==> src/rtl/div_share_arbiter_pkg.sv <==
// Shared types and helpers for the shared-divider arbiter: FSM encoding and
// the round-robin first-set search used to pick the next requester.
package div_share_pkg;

  typedef enum logic [1:0] {
    S_IDLE = 2'd0,
    S_CALC = 2'd1,
    S_RESP = 2'd2
  } state_t;

  // Index of the first set bit of valid at or after ptr, wrapping within nreq
  // (nreq <= 4). Returns ptr when nothing is valid; callers gate on |valid.
  function automatic logic [1:0] rr_first(input logic [3:0] valid,
                                          input logic [1:0] ptr,
                                          input int nreq);
    logic [1:0] idx;
    logic       found;
    int         k_idx;
    idx   = ptr;
    found = 1'b0;
    for (int k = 0; k < 4; k++) begin
      k_idx = (int'(ptr) + k) % nreq;
      if ((k < nreq) && !found && valid[k_idx]) begin
        idx   = 2'(k_idx);
        found = 1'b1;
      end
    end
    return idx;
  endfunction

endpackage

==> src/rtl/div_share_arbiter_if.sv <==
// Request/response bundle between the requesters/consumer and the arbiter.
interface div_share_arbiter_if #(
  parameter int M    = 3,
  parameter int N    = 2,
  parameter int NREQ = 2,
  parameter int IDW  = 1
);
  // Handshakes: a transfer happens on a rising clk edge where valid and ready
  // are both high. A requester may change a/b while valid and not yet ready;
  // only the operands present at the accepting edge are used. The arbiter holds
  // rsp_* stable while rsp_valid is high and rsp_ready is low.
  logic [NREQ-1:0]   req_valid;
  logic [NREQ*M-1:0] req_a;
  logic [NREQ*N-1:0] req_b;
  logic [NREQ-1:0]   req_ready;
  logic              rsp_valid;
  logic              rsp_ready;
  logic [IDW-1:0]    rsp_id;
  logic [M-N:0]      rsp_q;
  logic [N-1:0]      rsp_r;
  logic              rsp_err;

  modport slave (
    input  req_valid, req_a, req_b, rsp_ready,
    output req_ready, rsp_valid, rsp_id, rsp_q, rsp_r, rsp_err
  );

  modport master (
    output req_valid, req_a, req_b, rsp_ready,
    input  req_ready, rsp_valid, rsp_id, rsp_q, rsp_r, rsp_err
  );
endinterface

==> src/rtl/div_share_arbiter_divider.sv <==
// Combinational restoring divider for a normalised divisor (b[N-1]=1), giving
// an exact M-N+1 bit quotient; results for other divisors are meaningless.
module divider #(
  parameter int M = 3,
  parameter int N = 2
) (
  input  logic [M-1:0] i_a,
  input  logic [N-1:0] i_b,
  output logic [M-N:0] o_q,
  output logic [N-1:0] o_r
);
  localparam int QW = M - N + 1;

  logic [N-1:0] w_rem;
  logic [N:0]   w_t;
  logic [QW-1:0] w_q;

  // The top N-1 dividend bits are always below a normalised divisor, so they
  // seed the partial remainder and only QW quotient bits need to be produced.
  always_comb begin
    w_rem = N'(i_a[M-1:QW]);
    w_t   = '0;
    w_q   = '0;
    for (int i = QW - 1; i >= 0; i--) begin
      w_t = {w_rem, i_a[i]};
      if (w_t >= {1'b0, i_b}) begin
        w_rem  = N'(w_t - {1'b0, i_b});
        w_q[i] = 1'b1;
      end else begin
        w_rem = N'(w_t);
      end
    end
  end

  assign o_q = w_q;
  assign o_r = w_rem;
endmodule

==> src/rtl/div_share_arbiter.sv <==
// Round-robin sharing of one divider among NREQ requesters; one operation in
// flight, operands and results registered, responses tagged by requester id.
module div_share_arbiter
  import div_share_pkg::*;
#(
  parameter int M    = 3,
  parameter int N    = 2,
  parameter int NREQ = 2,
  parameter int IDW  = 1
) (
  input  logic            clk,
  input  logic            rst,
  div_share_arbiter_if.slave bus,
  output state_t          o_dbg_state,
  output logic [IDW-1:0]  o_dbg_rr_ptr
);
  localparam int QW = M - N + 1;

  state_t          r_state;
  state_t          w_next_state;
  logic [IDW-1:0]  r_rr_ptr;
  logic [M-1:0]    r_a;
  logic [N-1:0]    r_b;
  logic [IDW-1:0]  r_id;
  logic            r_rsp_valid;
  logic [IDW-1:0]  r_rsp_id;
  logic [QW-1:0]   r_rsp_q;
  logic [N-1:0]    r_rsp_r;
  logic            r_rsp_err;

  logic [IDW-1:0]  w_gnt;
  logic            w_any;
  logic            w_accept;
  logic [NREQ-1:0] w_req_ready;
  logic [QW-1:0]   w_q;
  logic [N-1:0]    w_r;
  logic            w_err;

  assign w_gnt = IDW'(rr_first(4'(bus.req_valid), 2'(r_rr_ptr), NREQ));
  assign w_any = |bus.req_valid;
  assign w_err = ~r_b[N-1];

  divider #(.M(M), .N(N)) u_divider (
    .i_a (r_a),
    .i_b (r_b),
    .o_q (w_q),
    .o_r (w_r)
  );

  always_ff @(posedge clk) begin
    if (rst) r_state <= S_IDLE;
    else     r_state <= w_next_state;
  end

  // Grant is offered only in IDLE and never while reset is asserted.
  always_comb begin
    w_next_state = r_state;
    w_req_ready  = '0;
    w_accept     = 1'b0;
    case (r_state)
      S_IDLE: begin
        if (!rst && w_any) begin
          w_req_ready[w_gnt] = 1'b1;
          w_accept           = |(bus.req_valid & w_req_ready);
        end
        if (w_accept) w_next_state = S_CALC;
      end
      S_CALC:  w_next_state = S_RESP;
      S_RESP:  if (bus.rsp_ready) w_next_state = S_IDLE;
      default: w_next_state = S_IDLE;
    endcase
  end

  always_ff @(posedge clk) begin
    if (rst) begin
      r_rr_ptr    <= '0;
      r_a         <= '0;
      r_b         <= '0;
      r_id        <= '0;
      r_rsp_valid <= 1'b0;
      r_rsp_id    <= '0;
      r_rsp_q     <= '0;
      r_rsp_r     <= '0;
      r_rsp_err   <= 1'b0;
    end else begin
      if (w_accept) begin
        r_a      <= bus.req_a[w_gnt*M +: M];
        r_b      <= bus.req_b[w_gnt*N +: N];
        r_id     <= w_gnt;
        r_rr_ptr <= (w_gnt == IDW'(NREQ - 1)) ? '0 : w_gnt + 1'b1;
      end
      // Unnormalised divisors report err with zeroed results.
      if (r_state == S_CALC) begin
        r_rsp_valid <= 1'b1;
        r_rsp_id    <= r_id;
        r_rsp_err   <= w_err;
        r_rsp_q     <= w_err ? '0 : w_q;
        r_rsp_r     <= w_err ? '0 : w_r;
      end else if ((r_state == S_RESP) && bus.rsp_ready) begin
        r_rsp_valid <= 1'b0;
      end
    end
  end

  assign bus.req_ready = w_req_ready;
  assign bus.rsp_valid = r_rsp_valid;
  assign bus.rsp_id    = r_rsp_id;
  assign bus.rsp_q     = r_rsp_q;
  assign bus.rsp_r     = r_rsp_r;
  assign bus.rsp_err   = r_rsp_err;
  assign o_dbg_state   = r_state;
  assign o_dbg_rr_ptr  = r_rr_ptr;
endmodule
==> src/flat_wrapper.sv <==
// flat-port wrapper written by rule: the top's interface ports become plain ports
module div_share_arbiter_flat import div_share_pkg::*;
#(
  parameter int M    = 3,
  parameter int N    = 2,
  parameter int NREQ = 2,
  parameter int IDW  = 1
)
  (clk, rst, o_dbg_state, o_dbg_rr_ptr, bus_req_valid, bus_req_a, bus_req_b, bus_rsp_ready, bus_req_ready, bus_rsp_valid, bus_rsp_id, bus_rsp_q, bus_rsp_r, bus_rsp_err);
  div_share_arbiter_if #(.M(M), .N(N), .NREQ(NREQ), .IDW(IDW)) bus_i ();
  input  logic clk;
  input  logic rst;
  output state_t o_dbg_state;
  output logic [IDW-1:0] o_dbg_rr_ptr;
  input wire logic [$bits(bus_i.req_valid)-1:0] bus_req_valid;
  input wire logic [$bits(bus_i.req_a)-1:0] bus_req_a;
  input wire logic [$bits(bus_i.req_b)-1:0] bus_req_b;
  input wire logic [$bits(bus_i.rsp_ready)-1:0] bus_rsp_ready;
  output wire logic [$bits(bus_i.req_ready)-1:0] bus_req_ready;
  output wire logic [$bits(bus_i.rsp_valid)-1:0] bus_rsp_valid;
  output wire logic [$bits(bus_i.rsp_id)-1:0] bus_rsp_id;
  output wire logic [$bits(bus_i.rsp_q)-1:0] bus_rsp_q;
  output wire logic [$bits(bus_i.rsp_r)-1:0] bus_rsp_r;
  output wire logic [$bits(bus_i.rsp_err)-1:0] bus_rsp_err;
  assign bus_i.req_valid = bus_req_valid;
  assign bus_i.req_a = bus_req_a;
  assign bus_i.req_b = bus_req_b;
  assign bus_i.rsp_ready = bus_rsp_ready;
  assign bus_req_ready = bus_i.req_ready;
  assign bus_rsp_valid = bus_i.rsp_valid;
  assign bus_rsp_id = bus_i.rsp_id;
  assign bus_rsp_q = bus_i.rsp_q;
  assign bus_rsp_r = bus_i.rsp_r;
  assign bus_rsp_err = bus_i.rsp_err;
  div_share_arbiter #(.M(M), .N(N), .NREQ(NREQ), .IDW(IDW)) u_core (.clk(clk), .rst(rst), .bus(bus_i), .o_dbg_state(o_dbg_state), .o_dbg_rr_ptr(o_dbg_rr_ptr));
endmodule
==> config.mk <==
export PLATFORM = sky130hd
export DESIGN_NAME = div_share_arbiter_flat
export DESIGN_NICKNAME = d
export VERILOG_FILES = /design/src/rtl/div_share_arbiter_pkg.sv /design/src/rtl/div_share_arbiter_if.sv /design/src/rtl/div_share_arbiter_divider.sv /design/src/rtl/div_share_arbiter.sv /design/src/flat_wrapper.sv
export SDC_FILE = /design/constraint.sdc
export NUM_CORES = 1
export LEC_CHECK = 0
export BUFFER_PORTS_ARGS = -buffer_cell sky130_fd_sc_hd__buf_2
export CORE_MARGIN = 3
export CORE_UTILIZATION = 49
export DETAILED_ROUTE_END_ITERATION = 10
export GPL_TIMING_DRIVEN = 1
export PLACE_DENSITY = 0.8
export SETUP_SLACK_MARGIN = 0.4
export SKIP_LAST_GASP = 1
export SLEW_MARGIN = 0
export SYNTH_ARGS = -nofsm -noshare
export SYNTH_HDL_FRONTEND = slang
export SYNTH_HIERARCHICAL = 1
export SYNTH_SLANG_ARGS = --single-unit
==> constraint.sdc <==
create_clock -name clk -period 2.95 [get_ports clk]
set_clock_uncertainty 0.15 [all_clocks]
set_input_delay 0.4425 -clock clk [delete_from_list [all_inputs] [get_ports clk]]
set_output_delay 0.4425 -clock clk [all_outputs]
set_load 0.05 [all_outputs]
==> impl_metrics.json <==
{
  "ys_warn_count": 6,
  "path_max_fanout": 5,
  "worstSetupPathType": "reg -> reg",
  "cp.required_ns": 2.97,
  "cp-start-kind": "flop",
  "hold_buffers": 0,
  "power_leakage_nw": 0.484,
  "die_w_um": 48.1,
  "hold_path.class": "in -> reg",
  "finish.utilization_pct": 70.9,
  "initialDrtViolationCount": 13,
  "post_synth.cell_area_avg_um2": 8.67,
  "cts_htree_levels": 1,
  "track_usage_pct": 19.1,
  "synth.yosys.seq_area_share_pct": 36.9,
  "port-buffer-count": 26,
  "synth.ff_latch_count": 16,
  "die_height_um": 48.1,
  "io_pins": 27,
  "clk_pin_slew_ns": 0.10,
  "fillCellCount": 133,
  "final_area_um2": 1120,
  "outcome": "completed",
  "worstPathArrival_ns": 2.50,
  "postPlaceCellArea_um2": 995,
  "syn_to_final_growth_pct": 28.9,
  "powerDensity_nw_per_um2": 580,
  "gr-total-overflow": 0,
  "insertion_delay_ns": 0.28,
  "antenna_found_initial": 0,
  "final-hold-violation-count": 0,
  "setup_violations": 0,
  "final_antenna_net_count": 0,
  "grt_pass1_vias": 760,
  "dp_hpwl_um": 1430,
  "dr.pass1.iters": 4,
  "final_common_cell": "buf_2",
  "drive_gt1_share_pct": 43.2,
  "worst_pin_slew_ns": 0.452,
  "finalSetupTns_ns": 0,
  "syn_nets": 120,
  "cts_inserted_buffers": 3,
  "maxSlewHeadroom_pct": 69.8,
  "async_flop_share_pct": 0,
  "vias": 817,
  "core_um2": 1580,
  "drv_slew": 0,
  "post-route-period-util_pct": 84.1,
  "die_area_um2": 2310,
  "fmax_mhz": 403,
  "final_nets": 153,
  "routabilityCongestion": 0.807,
  "clockBufferDepth": 2,
  "yosys_most_used_dff": "dfxtp_1",
  "route.detailed.drc": 0,
  "clock_sinks": 16,
  "cts_tree": "done",
  "root_buffer": "clkbuf_4",
  "grt_setup_unrepaired": "false",
  "layout_min_cycle_time_ns": 2.48,
  "diodes": 0,
  "final_cell_mix": "buf_2 (26), nand2_1 (16), dfxtp_1 (13)",
  "wl_per_cell_um": 13.9,
  "drt-total-wl_um": 2050,
  "start_util_pct": 55.0,
  "critPathCaptureType": "flop",
  "grt_first_pass_wirelength_um": 3100,
  "synth_edf_count": 0,
  "netlist_area_um2": 867,
  "rows": 14,
  "grt_max_degree": 17,
  "synth.distinct_cells": 31,
  "peakVddDrop_uv": 385,
  "cap_violations": 0,
  "vias_per_cell": 5.52,
  "synthCells": 100
}
-- layer usage --
metal	part of all wire, %	global-route usage [%]	vias up
met5	0	0	-
met2	56	35.9	16
met4	0.93	3.23	0
met1	39	20.3	391
met3	4.3	7.14	2
li1	-	-	408
-- final cells by class --
class | count | area (um2) | area share [%]
Timing Repair Buffer | 32 | 175 | 15.7
Inverter | 5 | 18.8 | 1.68
Sequential cell | 16 | 327 | 29.2
Tap cell | 16 | 20.0 | 1.79
Multi-Input combinational cell | 75 | 541 | 48.4
Clock buffer | 4 | 36.3 | 3.25
-- state kept, by name, summed over array words and instances, names as in the netlist, 2 cells and up --
register / cells
u_core/bus.rsp_r: 2
u_core/r_a: 3
u_core/r_b: 2
u_core/bus.rsp_q: 2
u_core/o_dbg_state: 2
-- logic make-up (layout without fill, tap and decap cells) --
logic type / after synthesis / after routing / share of synthesized area (%)
compound gates: 21 / 21 / 19.5
fa+ha+maj: 5 / 5 / 8.08
buf+inv: 9 / 41 / 5.63
flops: 16 / 16 / 36.9
mux: 1 / 1 / 1.15
simple gates: 48 / 48 / 28.7
-- through the flow --
stage / setup WS (ns) / hold slack [ns] / power, W / std cells
after floorplan: 0.571 / 0.282 / 0.000417 / 100
after global placement: 0.450 / 0.289 / 0.000452 / 139
after detailed placement: 0.324 / 0.295 / 0.000461 / 139
after CTS: 0.417 / 0.255 / 0.000612 / 143
after global routing: 0.340 / 0.282 / 0.000686 / 148
final: 0.469 / 0.257 / 0.000649 / 148
-- where the power goes --
part	total (W)	switching, W	internal, W
Clock	0.000144	0.0000691	0.0000751
Combinational	0.000254	0.000146	0.000108
Sequential	0.000250	0.0000162	0.000234
-- critical path: stages, from the launching register on --
cell and delay [ns]:
dfxtp_2 0.33, inv_2 0.08, ha_4 0.14, fa_2 0.23
or2b_1 0.26, a22oi_2 0.20, ha_2 0.22, nor2_1 0.05
mux2i_2 0.29, and3b_1 0.23, nor3_2 0.05, nand3_1 0.08
a21oi_2 0.05
-- worst paths after layout --
check / from / endpoint / slack, ns / cells past startpoint
min: bus_req_b[1] / u_core/r_b[1] / 0.26 / 3
max reg2reg: u_core/r_a[1] / u_core/bus.rsp_r[1] / 0.47 / 12
max: u_core/r_a[1] / u_core/bus.rsp_r[1] / 0.47 / 12
min reg2reg: u_core/bus.rsp_q[1] / u_core/bus.rsp_q[1] / 0.30 / 2
-- synthesized netlist by cell type (all sizes together), types with 3 or more instances --
master / count / area (um2)
ha: 4 / 50.1
nor3: 3 / 15.0
nor2b: 3 / 18.8
a21oi: 7 / 35.0
inv: 5 / 18.8
a311oi: 5 / 56.3
nand3: 4 / 20.0
dfxtp: 16 / 320
nand2: 16 / 60.1
nor2: 11 / 41.3
nand2b: 3 / 18.8
-- repair_timing --
| action | 4_1_cts | 5_1_grt |
|---|---|---|
| endpoints found under the hold margin | 0 | 0 |
| setup buffers | 0 | 5 |
| setup endpoints to repair | 2 | 2 |
| gates cloned | 0 | 0 |
| pin swaps | 0 | 7 |
| gates resized for setup | 2 | 14 |
Note: power is estimated with default switching activity, not from simulation.
